<file path="src/rtl/fetch_unit_if.sv">
// fetch_unit_if: instruction-memory and decode handshake bundle for the fetch stage
interface fetch_unit_if #(parameter int CNT_W = 32);
  logic             imem_req;
  logic [31:0]      imem_addr;
  logic             imem_gnt;
  logic             imem_rvalid;
  logic [31:0]      imem_rdata;
  logic [31:0]      inst;
  logic [31:0]      inst_pc;
  logic             inst_valid;
  logic             inst_ready;
  logic [31:0]      npc;
  logic             flush;
  logic [31:0]      flush_pc;
  logic             misalign;
  logic [CNT_W-1:0] fetch_cnt;
  modport master (
    output imem_req, imem_addr, inst, inst_pc, inst_valid, misalign, fetch_cnt,
    input  imem_gnt, imem_rvalid, imem_rdata, inst_ready, npc, flush, flush_pc
  );
  modport slave (
    input  imem_req, imem_addr, inst, inst_pc, inst_valid, misalign, fetch_cnt,
    output imem_gnt, imem_rvalid, imem_rdata, inst_ready, npc, flush, flush_pc
  );
endinterface

</file>
<file path="src/rtl/fetch_unit.sv">
// fetch_unit: PC register and single-outstanding instruction fetch stage
module fetch_unit #(
  parameter logic [31:0] RESET_PC = 32'h0000_3000,
  parameter int          CNT_W    = 32
) (
  input  logic clk,
  input  logic rst,
  fetch_unit_if.master bus
);
  typedef enum logic [1:0] {FETCH, WAIT, HOLD, DISCARD} state_t;
  state_t state, nstate;
  logic [31:0] pc, src;
  logic consume, take, load;
  // next state and load qualifiers; flush overrides any consume or data capture
  always_comb begin
    consume = state == HOLD && bus.inst_ready && !bus.flush;
    take = state == WAIT && bus.imem_rvalid && !bus.flush;
    load = bus.flush || consume;
    src = bus.flush ? bus.flush_pc : bus.npc;
    nstate = state;
    case (state)
      FETCH:   nstate = bus.imem_gnt ? (bus.flush ? DISCARD : WAIT) : FETCH;
      WAIT:    nstate = bus.imem_rvalid ? (bus.flush ? FETCH : HOLD) : (bus.flush ? DISCARD : WAIT);
      HOLD:    nstate = (bus.flush || bus.inst_ready) ? FETCH : HOLD;
      DISCARD: nstate = bus.imem_rvalid ? FETCH : DISCARD;
      default: nstate = FETCH;
    endcase
  end
  assign bus.imem_req = state == FETCH && !rst;
  assign bus.imem_addr = {pc[31:2], 2'b00};
  // state register
  always_ff @(posedge clk or posedge rst) begin
    if (rst) state <= FETCH;
    else state <= nstate;
  end
  // PC, captured instruction, misalign pulse and consume counter
  always_ff @(posedge clk or posedge rst) begin
    if (rst) begin
      pc <= RESET_PC;
      bus.inst <= '0;
      bus.inst_pc <= '0;
      bus.inst_valid <= 1'b0;
      bus.misalign <= 1'b0;
      bus.fetch_cnt <= '0;
    end else begin
      bus.misalign <= load && src[1:0] != 2'b00;
      if (load) pc <= {src[31:2], 2'b00};
      if (take) begin
        bus.inst <= bus.imem_rdata;
        bus.inst_pc <= pc;
      end
      bus.inst_valid <= take ? 1'b1 : (load ? 1'b0 : bus.inst_valid);
      if (consume) bus.fetch_cnt <= bus.fetch_cnt + 1'b1;
    end
  end
endmodule
</file>
<file path="src/flat_wrapper.sv">
// flat-port wrapper written by rule: the top's interface ports become plain ports
module fetch_unit_flat 
#(
  parameter logic [31:0] RESET_PC = 32'h0000_3000,
  parameter int          CNT_W    = 32
)
  (clk, rst, bus_imem_req, bus_imem_addr, bus_inst, bus_inst_pc, bus_inst_valid, bus_misalign, bus_fetch_cnt, bus_imem_gnt, bus_imem_rvalid, bus_imem_rdata, bus_inst_ready, bus_npc, bus_flush, bus_flush_pc);
  fetch_unit_if #(.CNT_W(CNT_W)) bus_i ();
  input  logic clk;
  input  logic rst;
  output wire logic [$bits(bus_i.imem_req)-1:0] bus_imem_req;
  output wire logic [$bits(bus_i.imem_addr)-1:0] bus_imem_addr;
  output wire logic [$bits(bus_i.inst)-1:0] bus_inst;
  output wire logic [$bits(bus_i.inst_pc)-1:0] bus_inst_pc;
  output wire logic [$bits(bus_i.inst_valid)-1:0] bus_inst_valid;
  output wire logic [$bits(bus_i.misalign)-1:0] bus_misalign;
  output wire logic [$bits(bus_i.fetch_cnt)-1:0] bus_fetch_cnt;
  input wire logic [$bits(bus_i.imem_gnt)-1:0] bus_imem_gnt;
  input wire logic [$bits(bus_i.imem_rvalid)-1:0] bus_imem_rvalid;
  input wire logic [$bits(bus_i.imem_rdata)-1:0] bus_imem_rdata;
  input wire logic [$bits(bus_i.inst_ready)-1:0] bus_inst_ready;
  input wire logic [$bits(bus_i.npc)-1:0] bus_npc;
  input wire logic [$bits(bus_i.flush)-1:0] bus_flush;
  input wire logic [$bits(bus_i.flush_pc)-1:0] bus_flush_pc;
  assign bus_imem_req = bus_i.imem_req;
  assign bus_imem_addr = bus_i.imem_addr;
  assign bus_inst = bus_i.inst;
  assign bus_inst_pc = bus_i.inst_pc;
  assign bus_inst_valid = bus_i.inst_valid;
  assign bus_misalign = bus_i.misalign;
  assign bus_fetch_cnt = bus_i.fetch_cnt;
  assign bus_i.imem_gnt = bus_imem_gnt;
  assign bus_i.imem_rvalid = bus_imem_rvalid;
  assign bus_i.imem_rdata = bus_imem_rdata;
  assign bus_i.inst_ready = bus_inst_ready;
  assign bus_i.npc = bus_npc;
  assign bus_i.flush = bus_flush;
  assign bus_i.flush_pc = bus_flush_pc;
  fetch_unit #(.RESET_PC(RESET_PC), .CNT_W(CNT_W)) u_core (.clk(clk), .rst(rst), .bus(bus_i));
endmodule
</file>
<file path="config.mk">
export PLATFORM = sky130hd
export DESIGN_NAME = fetch_unit_flat
export DESIGN_NICKNAME = d
export VERILOG_FILES = /design/src/rtl/fetch_unit_if.sv /design/src/rtl/fetch_unit.sv /design/src/flat_wrapper.sv
export SDC_FILE = /design/constraint.sdc
export NUM_CORES = 1
export LEC_CHECK = 0
export BUFFER_PORTS_ARGS = -buffer_cell sky130_fd_sc_hd__buf_2
export CORE_MARGIN = 4
export CORE_UTILIZATION = 48
export CTS_CLUSTER_DIAMETER = 100
export DETAILED_ROUTE_END_ITERATION = 7
export HOLD_SLACK_MARGIN = 0.1
export PLACE_DENSITY = 0.81
export SYNTH_ARGS = -nofsm -noshare
export SYNTH_HDL_FRONTEND = slang
export SYNTH_SLANG_ARGS = --single-unit
export TNS_END_PERCENT = 20
</file>
<file path="constraint.sdc">
create_clock -name clk -period 4.1 [get_ports clk]
set_clock_uncertainty 0.05 [all_clocks]
set_input_delay 0 -clock clk [delete_from_list [all_inputs] [get_ports clk]]
set_output_delay 0 -clock clk [all_outputs]
set_load 0.02 [all_outputs]
</file>
Yosys cells after proc, flatten, opt, wreduce, memory -nomap -nowiden
Index checks and enable logic that the tools add are counted.
- $mul: 0
- shifts and indexed selects: 0
- equal/unequal tests: 3
- mux-type cells: 10
- magnitude comparators: 0
- divide/modulo/power cells: 0
- $add $sub $neg: 1
- bitwise operators: 0
- reductions and logical operators: 13
- operators by type and width (operator ; count):
    $add A32 B1 Y32 const B ; 1
    $mux W32 ; 1
    $mux W2 ; 6
    $pmux W2 S4 ; 1
    $logic_and A1 B1 Y1 ; 6
    $eq A2 B2 Y1 const B ; 2
    $reduce_bool A2 Y1 ; 2
    $eq A2 B1 Y1 const B ; 1
    $logic_not A1 Y1 ; 2
    $logic_not A2 Y1 ; 1
    $logic_or A1 B1 Y1 ; 2
    $mux W1 ; 2
- register bits after elaboration: 128
- RAM bits: 0
- memories: 0
- bits in latches: 0
- bits of input ports: 102
- memory bits (read-only): 0
- logic and storage cells: 34

Logic depth before layout (Yosys ltp)
Gate-level depths: netlist (run 1).
- word-level depth: 6
- gate-level depth with buffers: 6
- depth with buffers taken out: 5

Least setup slack after synthesis (run 1)
No wires, ideal clock.
- kind: register to register
- from: register u_core.state[1]
- to: register u_core.bus.inst[10]
- setup slack: 2.459 ns
- cell stages (with the launch flop): 6
- clock period less this slack: 1.641 ns
- data arrival time: 1.466 ns
- path buffers: 3
- setup time: 0.125 ns
- path through: dfrtp_1 > buf_4 > nor4b_1 > buf_2 > buf_4 > mux2_2
- longest elaborated chain between the ends: 3
- RTL lines (element ; RTL line ; source):
    start, declared ; fetch_unit.sv:11 ; state_t state, nstate;
    start signal, assigned ; fetch_unit.sv:34 ; else state <= nstate;
    $eq A2 B1 Y1 ; fetch_unit.sv:17 ; take = state == WAIT && bus.imem_rvalid && !bus.flush;
    $logic_and A1 B1 Y1 (2 in series) ; fetch_unit.sv:17 ;
    end signal, assigned ; fetch_unit.sv:49 ; bus.inst <= bus.imem_rdata;
    end, declared ; fetch_unit_if.sv:18 ; output imem_req, imem_addr, inst, inst_pc, inst_valid, misalign, fetch_cnt,
No other way between the ends.
A chain may end at the register's enable or synchronous reset.

Worst setup path after layout (run 1)
- from: input port bus_flush
- to: register u_core.pc[10]
- longest elaborated chain between the ends: 3
- RTL lines (element ; RTL line ; source):
    start, declared ; flat_wrapper.sv:23 ; input wire logic [$bits(bus_i.flush)-1:0] bus_flush;
    $logic_not A1 Y1 ; fetch_unit.sv:16 ; consume = state == HOLD && bus.inst_ready && !bus.flush;
    $logic_and A1 B1 Y1 ; fetch_unit.sv:16 ;
    $logic_or A1 B1 Y1 ; fetch_unit.sv:18 ; load = bus.flush || consume;
    end signal, assigned ; fetch_unit.sv:47 ; if (load) pc <= {src[31:2], 2'b00};
    end, declared ; fetch_unit.sv:12 ; logic [31:0] pc, src;
Parallel ways exist; a longest one is shown, timed or not.

==> reports/qor.json, run 1 <==
{
  "route.detailed.drc": {"value": 0},
  "synth_top_area_share": {"value": 0.581},
  "wire_length_of_the_first_global_routing_pass": {"value": 26000, "unit": "um"},
  "syn_area": {"value": 5430, "unit": "um^2"},
  "area_of_all_sequential_standard_cells": {"value": 3210, "unit": "um^2"},
  "clock_insertion_delay_worst_skew": {"value": 410, "unit": "ps"},
  "synth-main-ff-cell": {"value": "sky130_fd_sc_hd__dfrtp_1"},
  "placeableCoreArea": {"value": 10900, "unit": "um^2"},
  "global_route.overflow_total": {"value": 0},
  "ys_ff_latch": {"value": 128},
  "endpoints_failing_setup": {"value": 0},
  "start_kind": {"value": "primary input"},
  "required": {"value": 4340, "unit": "ps"},
  "drive_gt1_frac": {"value": 0.424},
  "synthTopCellsByArea": {"value": "sky130_fd_sc_hd__dfrtp_1 58%, sky130_fd_sc_hd__mux2_2 13%, sky130_fd_sc_hd__mux2i_1 5.5%"},
  "tritoncts_num_sinks": {"value": 128},
  "grtUsageTotal": {"value": 0.256},
  "vias": {"value": 4733},
  "grt_setup_unrepaired": {"value": "false"},
  "synth-warning-count": {"value": 0},
  "cts-root-to-sink-buffers": {"value": 2},
  "timing.fmax": {"value": 0.386, "unit": "GHz"},
  "routabilityCongestion": {"value": 0.808},
  "vdd_ir_drop_max": {"value": 0.000483, "unit": "V"},
  "vias_per_cell": {"value": 5.20},
  "maxCapViolations": {"value": 0},
  "power_per_cell_area": {"value": 591, "unit": "nW/um^2"},
  "hold_fails_final_rpt": {"value": 0},
  "grt_pass1_vias": {"value": 5141},
  "numCtsBuffers": {"value": 17},
  "placement.io_buffers": {"value": 228},
  "timing.final.ws_setup": {"value": 1510, "unit": "ps"},
  "internal_power": {"value": 0.00317, "unit": "W"},
  "wire_per_inst": {"value": 17.6, "unit": "um"},
  "std_cell_rows": {"value": 38},
  "final_design_utilization": {"value": 0.756},
  "critical-path-max-stage-delay": {"value": 600, "unit": "ps"},
  "finalCriticalPeriod": {"value": 2590, "unit": "ps"},
  "slowest_stage": {"value": "sky130_fd_sc_hd__dlygate4sd3_1"},
  "initial_antenna_violation_count": {"value": 1},
  "postSynthAreaPerCell": {"value": 12.9, "unit": "um^2"},
  "path_common_cell": {"value": "sky130_fd_sc_hd__dlygate4sd3_1"},
  "grt_max_degree": {"value": 82},
  "final_layout_fill_cell_count": {"value": 706},
  "synth_common_cells": {"value": "126 x sky130_fd_sc_hd__dfrtp_1, 62 x sky130_fd_sc_hd__mux2_2, 42 x sky130_fd_sc_hd__nand2_1, 31 x sky130_fd_sc_hd__o21ai_0, 30 x sky130_fd_sc_hd__mux2i_1"},
  "tritoncts": {"value": "yes"},
  "detailedPlacementHpwl": {"value": 9590, "unit": "um"},
  "cts_resized": {"value": 0},
  "htreeDepth": {"value": 4},
  "cts_hold_buffers": {"value": 111},
  "hold_path_class": {"value": "primary input to flip-flop"},
  "io_pins": {"value": 233},
  "total_switching_power": {"value": 0.00172, "unit": "W"},
  "clock_pin_slew_of_the_registers_on_the_worst_case_setup_and_hold_paths": {"value": 50, "unit": "ps"},
  "area_of_combinational_cells_with_multiple_inputs": {"value": 2100, "unit": "um^2"},
  "synthCells": {"value": 420},
  "wl": {"value": 16100, "unit": "um"},
  "ys_seq_area_frac": {"value": 0.591},
  "share_seq_of_total_power": {"value": 0.391},
  "synth.most_common_cell": {"value": "sky130_fd_sc_hd__dfrtp_1"},
  "detailedRoute.firstPassIterationCount": {"value": 5},
  "synth-edff-count": {"value": 0},
  "drtAntennaViolNets": {"value": 0},
  "total_leakage_power": {"value": 4.12, "unit": "nW"},
  "comb_power_share": {"value": 0.348},
  "path_cells": {"value": "dlygate4sd3_1 -> buf_2 -> buf_4 -> mux2i_1 -> dlygate4sd3_1 -> o21ai_0 -> dlygate4sd3_1"},
  "power.switching_fraction": {"value": 0.351},
  "root_buffer": {"value": "sky130_fd_sc_hd__clkbuf_16"},
  "report.final.slew_viol_count": {"value": 0},
  "library_cell_occupying_the_most_area_in_the_post_synthesis_netlist": {"value": "sky130_fd_sc_hd__dfrtp_1"},
  "async_flop_share": {"value": 1.00},
  "drt_iter0_drc": {"value": 323},
  "timing_worst_setup_path_type": {"value": "primary input to flip-flop"},
  "antennaDiodeCount": {"value": 0},
  "num-nets-final": {"value": 866},
  "tns": {"value": 0, "unit": "ps"},
  "layout_worst_path_cycle_share": {"value": 0.632},
  "crit_path_max_fanout": {"value": 33},
  "placement.setup.worst_slack": {"value": 1920, "unit": "ps"},
  "worst-slew-pin-transition": {"value": 970, "unit": "ps"},
  "die_height": {"value": 114, "unit": "um"},
  "floorplan.initialDensity": {"value": 0.496},
  "status": {"value": "completed"},
  "dieArea": {"value": 13100, "unit": "um^2"},
  "slew_headroom": {"value": 0.354},
  "timing.critical_path.arrival": {"value": 2830, "unit": "ps"},
  "cts_setup_buffers": {"value": 0},
  "synth.distinct_cells": {"value": 32},
  "end_kind": {"value": "flip-flop"},
  "area_delta_synth_final": {"value": 52.4, "unit": "%"},
  "clockPowerShare": {"value": 0.261},
  "die_w": {"value": 114, "unit": "um"}
}
registers in the layout (all words and copies together) (netlist names):
register / flops
u_core.bus.inst: 32
u_core.state: 2
u_core.bus.inst_valid: 1
u_core.bus.inst_pc: 30
u_core.bus.misalign: 1
u_core.pc: 30
u_core.bus.fetch_cnt: 32
layer usage:
metal / wire length (um) / GRT usage
met1: 5920 / 0.284
met2: 8300 / 0.445
met3: 1270 / 0.0835
met4: 565 / 0.119
met5: 13 / 0
worst paths after layout:
check	from	to	slack [ps]	cells after the start
setup reg to reg	u_core.state[0]$_DFF_PP0_	u_core.state[1]$_DFF_PP0_	1900	6
setup / recovery	bus_flush	u_core.pc[10]$_DFFE_PP0P_	1510	7
min in group asynchronous	rst	u_core.bus.fetch_cnt[0]$_DFFE_PP0P_	350	3
hold / removal	bus_imem_rvalid	u_core.bus.inst_valid$_DFFE_PP0P_	280	4
hold reg to reg	u_core.bus.fetch_cnt[30]$_DFFE_PP0P_	u_core.bus.fetch_cnt[30]$_DFFE_PP0P_	450	1
max in group asynchronous	rst	u_core.bus.inst_pc[15]$_DFFE_PP0P_	2480	4
cells by family (layout without fill, tap and decap cells):
group	after synthesis	count (layout)	share of synthesized area
flops	128	128	0.591
fa+ha+maj	1	1	0.00231
mux	92	92	0.184
simple gates	104	104	0.108
xor+xnor	31	31	0.0500
compound gates	37	37	0.0362
buf+inv	26	374	0.0281
other cells	1	4	0.000691
worst max-delay path, delay by kind of cell:
family / cells / cell delay [ps]
buf+inv: 5 / 2450
compound gates: 1 / 100
mux: 1 / 270
stage by stage:
| step | instance area (um^2) | total power, W | hold WS, ps | std cells |
|---|---|---|---|---|
| 2_1_floorplan | 5440 | 0.00288 | 29.5 | 423 |
| 6_report | 8270 | 0.00488 | 278 | 911 |
| 5_1_grt | 8270 | 0.00514 | 297 | 911 |
| 3_5_place_dp | 6670 | 0.00347 | 173 | 773 |
| 3_3_place_gp | 6670 | 0.00341 | 175 | 773 |
| 4_1_cts | 8270 | 0.00488 | 257 | 911 |
power groups by stage:
| stage | Clock [W] | Combinational, W | Sequential [W] |
|---|---|---|---|
| 5_1_grt | 0.00136 | 0.00182 | 0.00196 |
| 4_1_cts | 0.00130 | 0.00169 | 0.00189 |
| 3_3_place_gp | 0 | 0.00153 | 0.00188 |
| 6_report | 0.00128 | 0.00170 | 0.00191 |
| 3_5_place_dp | 0 | 0.00156 | 0.00191 |
| 2_1_floorplan | 0 | 0.000522 | 0.00235 |
area by class of cell:
class / count / area share
repair buffers: 344 / 0.277
clock inverters: 2 / 0.00121
well taps: 140 / 0.0212
flip-flops and latches: 128 / 0.388
multi-input cells: 269 / 0.254
inverters: 3 / 0.00166
clock buffers: 25 / 0.0575
placed cells by master, fill, tap and decap left out, types with 2 or more instances in the layout:
| cell | n |
|---|---|
| sky130_fd_sc_hd__clkbuf_16 | 17 |
| sky130_fd_sc_hd__xnor2_1 | 28 |
| sky130_fd_sc_hd__nor3_2 | 2 |
| sky130_fd_sc_hd__dlygate4sd3_1 | 111 |
| sky130_fd_sc_hd__nor3_1 | 4 |
| sky130_fd_sc_hd__inv_1 | 2 |
| sky130_fd_sc_hd__clkbuf_8 | 2 |
| sky130_fd_sc_hd__clkbuf_1 | 6 |
| sky130_fd_sc_hd__dfrtp_1 | 126 |
| sky130_fd_sc_hd__nor2_1 | 6 |
| sky130_fd_sc_hd__nor4_4 | 3 |
| sky130_fd_sc_hd__buf_4 | 5 |
| sky130_fd_sc_hd__nand4_1 | 17 |
| sky130_fd_sc_hd__mux2_2 | 62 |
| sky130_fd_sc_hd__a21o_1 | 2 |
| sky130_fd_sc_hd__clkinv_2 | 2 |
| sky130_fd_sc_hd__mux2i_1 | 30 |
| sky130_fd_sc_hd__and4_1 | 3 |
| sky130_fd_sc_hd__nand2_1 | 42 |
| sky130_fd_sc_hd__buf_2 | 228 |
| sky130_fd_sc_hd__nand3_1 | 13 |
| sky130_fd_sc_hd__o21ai_0 | 31 |
| sky130_fd_sc_hd__dfstp_2 | 2 |
| sky130_fd_sc_hd__and2_1 | 4 |
| sky130_fd_sc_hd__xor2_1 | 3 |
| sky130_fd_sc_hd__conb_1 | 4 |
| sky130_fd_sc_hd__and3_1 | 5 |
Note: power is estimated with default switching activity, not from simulation.
==> run 2: changes to the inputs <==
==> constraint.sdc (replaced) <==
create_clock -name clk -period 2.65 [get_ports clk]
set_clock_uncertainty 0.05 [all_clocks]
set_input_delay 0 -clock clk [delete_from_list [all_inputs] [get_ports clk]]
set_output_delay 0 -clock clk [all_outputs]
set_load 0.02 [all_outputs]
==> run 2 against run 1 <==
Effect of this change: register-to-register slack worse by 1400 ps; clock power rose by 86%; critical path depth decreased by 2; global-route usage shrank 0.083 points; critical endpoint is now u_core.bus.misalign$_DFF_PP0_; design area up 0.79%; sequential cell count stayed put; non-clock buffer count fell by 8.
==> reports/qor.json, run 2 (synthesized netlist as in run 1, its figures left out) <==
{
  "start_kind": {"value": "flip-flop"},
  "route.detailed.drc": {"value": 0, "change": "unchanged"},
  "clock_pin_slew_of_the_registers_on_the_worst_case_setup_and_hold_paths": {"value": 50, "unit": "ps", "change": "about the same"},
  "antennaDiodeCount": {"value": 0, "change": "unchanged"},
  "crit_path_max_fanout": {"value": 62, "change": "+88%"},
  "grt_setup_unrepaired": {"value": "false"},
  "maxCapViolations": {"value": 0, "change": "unchanged"},
  "io_pins": {"value": 233, "change": "unchanged"},
  "vdd_ir_drop_max": {"value": 0.000579, "unit": "V", "change": "+20%"},
  "drive_gt1_frac": {"value": 0.439, "change": "+0.0147"},
  "detailedRoute.firstPassIterationCount": {"value": 4, "change": "-1"},
  "area_delta_synth_final": {"value": 53.6, "unit": "%"},
  "numCtsBuffers": {"value": 17, "change": "unchanged"},
  "worst-slew-pin-transition": {"value": 868, "unit": "ps", "change": "-102 ps"},
  "reg_top3": {"value": "u_core.bus.fetch_cnt x32, u_core.bus.inst x32"},
  "placement.io_buffers": {"value": 228, "change": "unchanged"},
  "finalCriticalPeriod": {"value": 2190, "unit": "ps"},
  "initial_antenna_violation_count": {"value": 0, "change": "-1"},
  "routabilityCongestion": {"value": 0.795, "change": "-1.6%"},
  "tritoncts": {"value": "yes"},
  "drtAntennaViolNets": {"value": 0, "change": "unchanged"},
  "report.final.slew_viol_count": {"value": 0, "change": "unchanged"},
  "tns": {"value": 0, "unit": "ps", "change": "unchanged"},
  "timing_worst_setup_path_type": {"value": "flip-flop to flip-flop"},
  "hold_path_class": {"value": "primary input to flip-flop"},
  "global_route.overflow_total": {"value": 0, "change": "unchanged"},
  "cts-root-to-sink-buffers": {"value": 2, "change": "unchanged"},
  "floorplan.initialDensity": {"value": 0.496, "change": "unchanged"},
  "std_cell_rows": {"value": 38, "change": "unchanged"},
  "placeableCoreArea": {"value": 10900, "unit": "um^2", "change": "unchanged"},
  "instances_no_fill": {"value": 908, "change": "-0.33%"},
  "power_per_cell_area": {"value": 951, "unit": "nW/um^2", "change": "+61%"},
  "final_layout_fill_cell_count": {"value": 642, "change": "-9.1%"},
  "clock_insertion_delay_worst_skew": {"value": 410, "unit": "ps", "change": "about the same"},
  "wire_length_of_the_first_global_routing_pass": {"value": 26100, "unit": "um", "change": "+0.56%"},
  "dieArea": {"value": 13100, "unit": "um^2", "change": "unchanged"},
  "dp_cells": {"value": 775, "change": "+0.26%"},
  "layout_worst_path_cycle_share": {"value": 0.828},
  "root_buffer": {"value": "sky130_fd_sc_hd__clkbuf_16"},
  "layout.cells.most_common_list": {"value": "228 x sky130_fd_sc_hd__buf_2, 126 x sky130_fd_sc_hd__dfrtp_1, 101 x sky130_fd_sc_hd__dlygate4sd3_1"},
  "grt_pass1_vias": {"value": 5118, "change": "-0.45%"},
  "final_common_cell": {"value": "sky130_fd_sc_hd__buf_2"},
  "timing.critical_path.arrival": {"value": 2420, "unit": "ps", "change": "-410 ps"},
  "wire_per_inst": {"value": 17.7, "unit": "um", "change": "+0.53%"},
  "grtUsageTotal": {"value": 0.255, "change": "-0.000830"},
  "tritoncts_num_sinks": {"value": 128, "change": "unchanged"},
  "die_height": {"value": 114, "unit": "um", "change": "unchanged"},
  "required": {"value": 2870, "unit": "ps", "change": "-1470 ps"},
  "end_kind": {"value": "flip-flop"},
  "htreeDepth": {"value": 4, "change": "unchanged"},
  "report.power.total": {"value": 0.00793, "unit": "W", "change": "+62%"},
  "num-nets-final": {"value": 858, "change": "-0.92%"},
  "post_dp_cell_area": {"value": 6710, "unit": "um^2", "change": "+0.62%"},
  "hold_fails_final_rpt": {"value": 0, "change": "unchanged"},
  "die_w": {"value": 114, "unit": "um", "change": "unchanged"},
  "drt_iter0_drc": {"value": 278, "change": "-14%"},
  "status": {"value": "completed"},
  "vias": {"value": 4698, "change": "-0.74%"},
  "detailedPlacementHpwl": {"value": 9760, "unit": "um", "change": "+1.8%"},
  "grt_max_degree": {"value": 73, "change": "-11%"},
  "timing.fmax": {"value": 0.456, "unit": "GHz"},
  "fin_area": {"value": 8330, "unit": "um^2", "change": "+0.79%"},
  "vias_per_cell": {"value": 5.17, "change": "-0.41%"},
  "slew_headroom": {"value": 0.420, "change": "+0.0668"},
  "endpoints_failing_setup": {"value": 0, "change": "unchanged"},
  "total_leakage_power": {"value": 4.14, "unit": "nW", "change": "+0.39%"},
  "wl": {"value": 16100, "unit": "um", "change": "+0.20%"}
}
## run 2: final timing paths
kind / startpoint / to / slack, ps / cells after the start
max in group asynchronous: rst / u_core.pc[25]$_DFFE_PP0P_ / 1410 / 4
max: u_core.state[0]$_DFF_PP0_ / u_core.bus.misalign$_DFF_PP0_ / 460 / 5
min reg2reg: u_core.bus.fetch_cnt[31]$_DFFE_PP0P_ / u_core.bus.fetch_cnt[31]$_DFFE_PP0P_ / 430 / 1
min in group asynchronous: rst / u_core.bus.inst_pc[6]$_DFFE_PP0P_ / 320 / 3
max reg2reg: u_core.state[0]$_DFF_PP0_ / u_core.bus.misalign$_DFF_PP0_ / 460 / 5
min: bus_flush / u_core.state[1]$_DFF_PP0_ / 140 / 3
## run 2: layout make-up
class                      count  area [um^2]  share of cell area
sequential                   128         3210               0.385
timing repair buffer         336         2230               0.268
multi-input combinational    269         2100               0.252
clock buffer                  23          478              0.0573
tap                          140          175              0.0210
clock inverter                 9          131              0.0158
inverter                       3         15.0             0.00180
## run 2: worst max-delay path, cell delays in order (launching register included)
cell and delay (ps):
sky130_fd_sc_hd__dfrtp_1 420, sky130_fd_sc_hd__inv_1 160, sky130_fd_sc_hd__a31oi_4 180, sky130_fd_sc_hd__buf_4 470
sky130_fd_sc_hd__a211oi_1 130, sky130_fd_sc_hd__dlygate4sd3_1 620
## run 2: what timing repair did
item / 4_1_cts / 5_1_grt
hold endpoints to repair: 103 / 0
gates resized for setup: 0 / 0
hold buffers: 101 / 0
setup buffers: 0 / 0
## run 2: metal layers
| metal | routed length (um) | vias to the layer above | GRT usage | part of all wire |
|---|---|---|---|---|
| met5 | 0 | - | 0 | 0 |
| met4 | 418 | 0 | 0.0879 | 0.026 |
| met3 | 1370 | 36 | 0.0888 | 0.085 |
| met2 | 8380 | 216 | 0.446 | 0.52 |
| met1 | 5930 | 2294 | 0.291 | 0.37 |
| li1 | - | 2152 | - | - |
## run 2: through the flow
| stage | utilization | hold WS (ps) | setup WS, ps |
|---|---|---|---|
| 2_1_floorplan | - | 29.5 | 1010 |
| 3_3_place_gp | 0.614 | 166 | 853 |
| 3_5_place_dp | 0.614 | 182 | 757 |
| 4_1_cts | 0.762 | 118 | 584 |
| 5_1_grt | 0.762 | 188 | 312 |
| 6_report | 0.762 | 140 | 455 |
## run 2: power breakdown
| group | internal, W | switching, W | leakage (nW) | total [W] |
|---|---|---|---|---|
| clock | 0.00155 | 0.000829 | 0.289 | 0.00238 |
| combinational | 0.00109 | 0.00150 | 2.24 | 0.00259 |
| sequential | 0.00256 | 0.000392 | 1.61 | 0.00296 |
